$ cat src/rtl/sequence_control_pkg.sv
// ---------------------------------------------------------------------------
// sequence_control_pkg
// Shared definitions for the sequence control slice of the basic computer.
//   - opcode_t  : decoded IR[14:12] values (AND .. IO-class)
//   - SC_WIDTH  : width of the sequence counter
//   - SC_T2     : counter value at which the instruction is decoded
//   - onehot()  : 3-to-8 one-hot decoder, also used by the bus-select logic
// ---------------------------------------------------------------------------
package sequence_control_pkg;

   localparam int SC_WIDTH = 3;

   typedef enum logic [2:0] {
      OP_AND = 3'd0,
      OP_ADD = 3'd1,
      OP_LDA = 3'd2,
      OP_STA = 3'd3,
      OP_BUN = 3'd4,
      OP_BSA = 3'd5,
      OP_ISZ = 3'd6,
      OP_IO  = 3'd7
   } opcode_t;

   localparam logic [SC_WIDTH-1:0] SC_T2 = 3'd2;

   // Turns a 3-bit index into the matching one-hot byte, e.g. 5 -> 8'h20.
   function automatic logic [7:0] onehot(input logic [2:0] sel);
      onehot = 8'h01 << sel;
   endfunction

endpackage

$ cat src/rtl/sequence_control_if.sv
// ---------------------------------------------------------------------------
// sequence_control_if
// Groups the control inputs and timing/decode outputs of sequence_control.
//   master : drives start/hlt/sc_clr/ir_i/ir_op/ien_set/ien_clr/fgi/fgo,
//            observes t/d/i_flag/r_flag/ien/s_run
//   slave  : the sequence_control side (mirror of master)
// ---------------------------------------------------------------------------
interface sequence_control_if;
   import sequence_control_pkg::*;

   logic                start;
   logic                hlt;
   logic                sc_clr;
   logic                ir_i;
   logic [2:0]          ir_op;
   logic                ien_set;
   logic                ien_clr;
   logic                fgi;
   logic                fgo;

   logic [7:0]          t;
   logic [7:0]          d;
   logic                i_flag;
   logic                r_flag;
   logic                ien;
   logic                s_run;

   modport master (
      output start, hlt, sc_clr, ir_i, ir_op, ien_set, ien_clr, fgi, fgo,
      input  t, d, i_flag, r_flag, ien, s_run
   );

   modport slave (
      input  start, hlt, sc_clr, ir_i, ir_op, ien_set, ien_clr, fgi, fgo,
      output t, d, i_flag, r_flag, ien, s_run
   );

endinterface

$ cat src/rtl/sequence_control_seq_counter.sv
// ---------------------------------------------------------------------------
// seq_counter
// 3-bit sequence counter SC with clear, increment and hold.
//   clk    : rising-edge clock
//   rst_n  : synchronous active-low reset (count -> 0)
//   clr    : force count to 0 at the next edge (wins over inc)
//   inc    : advance count by one, wrapping 7 -> 0
//   count  : current counter value
// ---------------------------------------------------------------------------
module seq_counter
   import sequence_control_pkg::*;
(
   input  logic                clk,
   input  logic                rst_n,
   input  logic                clr,
   input  logic                inc,
   output logic [SC_WIDTH-1:0] count
);

   // Clear has priority over increment; with neither asserted the value holds.
   // Wrap-around from 7 to 0 falls out of the natural 3-bit overflow.
   always_ff @(posedge clk) begin
      if (!rst_n) begin
         count <= '0;
      end else if (clr) begin
         count <= '0;
      end else if (inc) begin
         count <= count + SC_WIDTH'(1);
      end
   end

endmodule

$ cat src/rtl/sequence_control.sv
// ---------------------------------------------------------------------------
// sequence_control
// Timing and control sequencer of the basic computer: sequence counter SC,
// run flag S, opcode decode D0..D7, indirect bit I, interrupt flip-flop R and
// interrupt enable IEN.
//   clk    : rising-edge clock
//   rst_n  : synchronous active-low reset
//   bus    : sequence_control_if.slave
//            in  start, hlt, sc_clr, ir_i, ir_op[2:0], ien_set, ien_clr, fgi, fgo
//            out t[7:0], d[7:0], i_flag, r_flag, ien, s_run
// Configuration macro: INTERRUPT_CYCLE_EN
//   defined   - interrupt request, interrupt cycle and IEN are active
//   undefined - R and IEN stay 0; fgi, fgo, ien_set, ien_clr are ignored
// All outputs come straight from registers or from a decode of registers.
// ---------------------------------------------------------------------------
module sequence_control
   import sequence_control_pkg::*;
(
   input  logic               clk,
   input  logic               rst_n,
   sequence_control_if.slave  bus
);

   logic [SC_WIDTH-1:0] sc;
   logic                sRun;
   logic                rFlag;
   logic                ienFlag;
   logic                iFlag;
   logic [7:0]          dReg;

   logic                scClr;
   logic                scInc;
   logic                intrEnd;
   logic                intrRequest;
   logic                decodeNow;
   logic                sNext;
   logic                rNext;
   logic                ienNext;

`ifndef INTERRUPT_CYCLE_EN
   logic                unusedIntrInputs;
   assign unusedIntrInputs = ^{bus.fgi, bus.fgo, bus.ien_set, bus.ien_clr};
`endif

   seq_counter u_seq_counter (
      .clk   (clk),
      .rst_n (rst_n),
      .clr   (scClr),
      .inc   (scInc),
      .count (sc)
   );

   // Next-state decisions for the run flag, the counter controls, the
   // interrupt flip-flop and the interrupt enable.
   // The interrupt cycle ends at R.T2: R and IEN drop and SC restarts at 0,
   // which takes precedence over ien_set and sc_clr in that cycle.
   // An interrupt request is raised only once the fetch/decode steps
   // (T0..T2) are over, and may coincide with sc_clr so the next T0 already
   // runs as an interrupt cycle.
   // sc_clr is only honoured during an instruction's execute phase (SC >= 3,
   // R = 0); hlt clears S and SC together and blocks a simultaneous start.
   always_comb begin
      intrEnd     = 1'b0;
      intrRequest = 1'b0;
      rNext       = 1'b0;
      ienNext     = 1'b0;
      scClr       = 1'b0;
      scInc       = sRun;
      sNext       = sRun;
      decodeNow   = sRun && !rFlag && (sc == SC_T2);

`ifdef INTERRUPT_CYCLE_EN
      intrEnd     = sRun && rFlag && (sc == SC_T2);
      intrRequest = sRun && (sc > SC_T2) && ienFlag && (bus.fgi || bus.fgo);

      rNext = rFlag;
      if (intrEnd) begin
         rNext = 1'b0;
      end else if (intrRequest) begin
         rNext = 1'b1;
      end

      ienNext = ienFlag;
      if (intrEnd || bus.ien_clr) begin
         ienNext = 1'b0;
      end else if (bus.ien_set) begin
         ienNext = 1'b1;
      end
`endif

      if (sRun) begin
         scClr = bus.hlt || intrEnd || (!rFlag && bus.sc_clr && (sc > SC_T2));
      end else begin
         scClr = bus.start && !bus.hlt;
      end

      if (bus.hlt) begin
         sNext = 1'b0;
      end else if (bus.start) begin
         sNext = 1'b1;
      end
   end

   // Flag and decode registers. The opcode and indirect bit are captured at
   // the T2 edge of a normal (non-interrupt) cycle and held otherwise, so D
   // keeps its value across an interrupt cycle and while halted.
   always_ff @(posedge clk) begin
      if (!rst_n) begin
         sRun    <= 1'b0;
         rFlag   <= 1'b0;
         ienFlag <= 1'b0;
         iFlag   <= 1'b0;
         dReg    <= 8'h00;
      end else begin
         sRun    <= sNext;
         rFlag   <= rNext;
         ienFlag <= ienNext;
         if (decodeNow) begin
            dReg  <= onehot(bus.ir_op);
            iFlag <= bus.ir_i;
         end
      end
   end

   // Timing signals are only live while the computer is running.
   assign bus.t      = sRun ? onehot(sc) : 8'h00;
   assign bus.d      = dReg;
   assign bus.i_flag = iFlag;
   assign bus.r_flag = rFlag;
   assign bus.ien    = ienFlag;
   assign bus.s_run  = sRun;

endmodule

$ cat src/flat_wrapper.sv
// flat-port wrapper written by rule: the top's interface ports become plain ports
module sequence_control_flat import sequence_control_pkg::*;
  (clk, rst_n, bus_start, bus_hlt, bus_sc_clr, bus_ir_i, bus_ir_op, bus_ien_set, bus_ien_clr, bus_fgi, bus_fgo, bus_t, bus_d, bus_i_flag, bus_r_flag, bus_ien, bus_s_run);
  sequence_control_if bus_i ();
  input  logic clk;
  input  logic rst_n;
  input wire logic [$bits(bus_i.start)-1:0] bus_start;
  input wire logic [$bits(bus_i.hlt)-1:0] bus_hlt;
  input wire logic [$bits(bus_i.sc_clr)-1:0] bus_sc_clr;
  input wire logic [$bits(bus_i.ir_i)-1:0] bus_ir_i;
  input wire logic [$bits(bus_i.ir_op)-1:0] bus_ir_op;
  input wire logic [$bits(bus_i.ien_set)-1:0] bus_ien_set;
  input wire logic [$bits(bus_i.ien_clr)-1:0] bus_ien_clr;
  input wire logic [$bits(bus_i.fgi)-1:0] bus_fgi;
  input wire logic [$bits(bus_i.fgo)-1:0] bus_fgo;
  output wire logic [$bits(bus_i.t)-1:0] bus_t;
  output wire logic [$bits(bus_i.d)-1:0] bus_d;
  output wire logic [$bits(bus_i.i_flag)-1:0] bus_i_flag;
  output wire logic [$bits(bus_i.r_flag)-1:0] bus_r_flag;
  output wire logic [$bits(bus_i.ien)-1:0] bus_ien;
  output wire logic [$bits(bus_i.s_run)-1:0] bus_s_run;
  assign bus_i.start = bus_start;
  assign bus_i.hlt = bus_hlt;
  assign bus_i.sc_clr = bus_sc_clr;
  assign bus_i.ir_i = bus_ir_i;
  assign bus_i.ir_op = bus_ir_op;
  assign bus_i.ien_set = bus_ien_set;
  assign bus_i.ien_clr = bus_ien_clr;
  assign bus_i.fgi = bus_fgi;
  assign bus_i.fgo = bus_fgo;
  assign bus_t = bus_i.t;
  assign bus_d = bus_i.d;
  assign bus_i_flag = bus_i.i_flag;
  assign bus_r_flag = bus_i.r_flag;
  assign bus_ien = bus_i.ien;
  assign bus_s_run = bus_i.s_run;
  sequence_control u_core (.clk(clk), .rst_n(rst_n), .bus(bus_i));
endmodule
$ cat config.mk
export PLATFORM = sky130hd
export DESIGN_NAME = sequence_control_flat
export DESIGN_NICKNAME = d
export VERILOG_FILES = /design/src/rtl/sequence_control_pkg.sv /design/src/rtl/sequence_control_if.sv /design/src/rtl/sequence_control_seq_counter.sv /design/src/rtl/sequence_control.sv /design/src/flat_wrapper.sv
export SDC_FILE = /design/constraint.sdc
export NUM_CORES = 1
export LEC_CHECK = 0
export ABC_AREA = 1
export CORE_UTILIZATION = 40
export CTS_CLUSTER_SIZE = 12
export DETAILED_ROUTE_END_ITERATION = 12
export PLACE_DENSITY = 0.84
export SYNTH_ARGS = -nofsm -noshare
export SYNTH_HDL_FRONTEND = slang
export SYNTH_SLANG_ARGS = --single-unit
$ cat constraint.sdc
create_clock -name clk -period 1.7 [get_ports clk]
set_input_delay 0.34 -clock clk [delete_from_list [all_inputs] [get_ports clk]]
set_output_delay 0.34 -clock clk [all_outputs]
set_load 0.01 [all_outputs]
==> summary.md <==
| Metric | Value |
|---|---|
| R2R Setup Slk | approximately 260 ps |
| Top cells by count, synth | nand2_1, inv_1, dfxtp_1, nor2_1, a21oi_1 |
| Endpoints failing hold | 0 |
| Port Buf Inserts | 26 |
| Fin crit period | 1680 ps |
| RSZ-0062 raised after global routing | true |
| Ant. Diodes | 0 |
| WP data arrival | between 1000 and 1500 ps |
| NumNets Final | around 150 |
| CP Class | flop to output pin |
| Max-Cap Viols | 0 |
| Post-Layout Cell Count | around 150 |
| Period Utilization, post-route | 98.6% |
| # rows | 15 |
| Final WL | approximately 1400 µm |
| Synth top area share | 36.0% |
| Ys flop type | dfxtp_1 |
| Fillers | between 150 and 200 |
| Vias/cell | 4.53 |
| FF+latch count, synth | 13 |
| Crit path max fanout | 4 |
| CP endpoint kind | output pin |
| Post-place setup slack | 8.53 ps |
| HP Class | flop to flop |
| Clk slew on worst S/H paths | about 70 ps |
| Area after DPL | 983 µm² |
| Crit path launch | u_core.u_seq_counter.count[0]$_SDFFE_PP0P_ |
| Area leader, netlist | dfxtp_1 |
| Worst flop-to-flop path endpoint | u_core.bus.d[5]$_SDFFE_PN0P_ |
| FF-to-FF Start | u_core.u_seq_counter.count[0]$_SDFFE_PP0P_ |
| Final instance area | approximately 1000 µm² |
| Reg2Reg Depth | 8 |
| Synth top area cells | dfxtp_1, nand2_1, ha_1 |
| Vias in the first global route | between 600 and 700 |
| Gr ovfl total | 0 |
| Gr busiest metal | met2 |
| Placed instance count | 149 |
| Post-Syn Instances | between 100 and 150 |
| CTS Buf Count | 3 |
| Synthesized area | 723 µm² |
| Largest net degree at the start of global routing | 12 |
| Clock Tree Root | clkbuf_4 |
| Core region area | approximately 1700 µm² |
| DR WL/cell | around 9.2 µm |
| Initial antenna violation count | 0 |
| 1st-iter DRT viols | 9 |
| # H-tree levels | 1 |
| Worst setup SP type | flop |
| Number of antenna-violating nets in the routed design | 0 |
| Outcome | complete, no violations |
| Clk sinks | 13 |
| Initial core utilization | 42.3% |
| Vias | 698 |
| Share of cells above drive strength 1 | about an eighth |
| Detailed placement HPWL | roughly 1100 µm |
| Die H | between 40 and 50 µm |
| Met3 GRT Util | around 2.9% |
| Setup-failing EPs final | 0 |
| Met1 Usage GRT | roughly 17% |
| Post-synth EDFFs | 0 |
| Die X | ~45 µm |
| Register area share after synthesis | 36.0% |
| Max Clk Rate | 596 MHz |
| Peak supply drop | roughly 0.0005 V |
| Leak | between 0.4 and 0.5 nW |
| Slew Viols, Final | 0 |
| GRT met2 Usage | about a third |
| Most common cell in the netlist | nand2_1 |
| Fin worst setup slack | between 20 and 25 ps |
| Worst clock skew | between 3 and 4 ps |
| Die Footprint | around 2000 µm² |
| Async SR Flop Fraction | 0% |
| Gpl congestion | approximately 0.76 |
| Drt pass-1 iters | 4 |
| Total GRT Usage | roughly 17% |
| Syn Area/Cell | about 7 µm² |
| CP required | about 1400 ps |
| First-pass GRT wire length | approximately 2500 µm |
| Yosys warnings | 0 |
| Clock Latency Late Sink | 280 ps |
| IO Pins | 33 |
| CTS tree | yes |
| Area grow syn2layout | 40.0% |
| Synth unique cells | 19 |
| Post-route DRC | 0 |
| Power Density | 557 nW/µm² |
| Crit path capture | bus_t[3] |
| Clock Tree Buf Depth | 2 |
-- cells by family after synthesis --
logic type	Yosys count	share of synthesized area, %
AOI/OAI and AO/OA	12	8.30
xor gates and xnor gates	1	1.21
adders and majority gates	6	10.4
buffers and inverters	22	15.2
DFF	13	36.0
other	1	0.519
and+or+nand+nor	46	28.4
-- placed cells by master, fill, tap and decap left out, types with 4 or more instances in the layout --
master           count
ha_1                 5
o21ai_0              4
nor2_1              13
nor3_1               4
clkdlybuf4s50_1     17
dfxtp_1             10
dlygate4sd2_1        7
a21oi_1              8
nand2_1             21
inv_1               12
nand4_1              4
-- how the worst min path moves through the flow --
stage / slack, ps / from / to / cells after the start
after floorplan: 420 / bus_hlt / u_core.bus.s_run$_SDFFE_PP0P_ / 1
after global placement: 450 / u_core.bus.d[2]$_SDFFE_PN0P_ / u_core.bus.d[2]$_SDFFE_PN0P_ / 2
after detailed placement: 460 / u_core.bus.d[4]$_SDFFE_PN0P_ / u_core.bus.d[4]$_SDFFE_PN0P_ / 2
after CTS: 470 / u_core.bus.d[4]$_SDFFE_PN0P_ / u_core.bus.d[4]$_SDFFE_PN0P_ / 2
after global routing: 500 / u_core.bus.d[0]$_SDFFE_PN0P_ / u_core.bus.d[0]$_SDFFE_PN0P_ / 2
final: 470 / u_core.bus.d[4]$_SDFFE_PN0P_ / u_core.bus.d[4]$_SDFFE_PN0P_ / 2
-- per-layer routing --
layer / wire (µm) / share of wire [%] / vias to the layer above
met2: 740 / 52 / 26
li1: - / - / 366
met4: 28 / 2.0 / 0
met1: 570 / 40 / 301
met3: 84 / 5.9 / 5
met5: 0 / 0 / -
-- where the power goes --
part / internal (W) / switching (W)
registers: 0.000307 / 0.00000316
clock network: 0.0000911 / 0.0000972
logic: 0.0000319 / 0.0000333
-- through the flow --
stage,hold WS [ps],total power (W),utilization [%],setup TNS (ps)
6_report,470,0.000564,59.3,0
5_1_grt,501,0.000589,59.3,-89.7
4_1_cts,472,0.000564,59.3,0
3_5_place_dp,459,0.000382,57.6,0
3_3_place_gp,452,0.000380,57.6,0
2_1_floorplan,419,0.000354,-,0
-- state kept, by name (all words and copies together), names as in the netlist --
name,count
u_core.u_seq_counter.count,3
u_core.bus.s_run,1
u_core.bus.i_flag,1
u_core.bus.d,8
-- final cells by class --
cell class | count | area, µm² | share of cell area [%]
flip-flops and latches | 13 | 264 | 26.1
well taps | 25 | 31.3 | 3.09
inverters | 16 | 60.1 | 5.93
repair buffers | 29 | 272 | 26.8
multi-input cells | 67 | 359 | 35.5
clock buffers | 4 | 26.3 | 2.60
-- what timing repair did --
| item | CTS | global route |
|---|---|---|
| setup buffers | 1 | 0 |
| setup endpoints to repair | 9 | 7 |
| hold buffers | 0 | 0 |
| resized for setup | 12 | 5 |
-- critical path, stage by stage (launching register included) --
cell and delay [ps]:
dfxtp_2 340, ha_2 190, ha_1 170, nand2_1 60, inv_1 30, dlygate4sd2_1 270
Power figures use the tool's default switching activity.
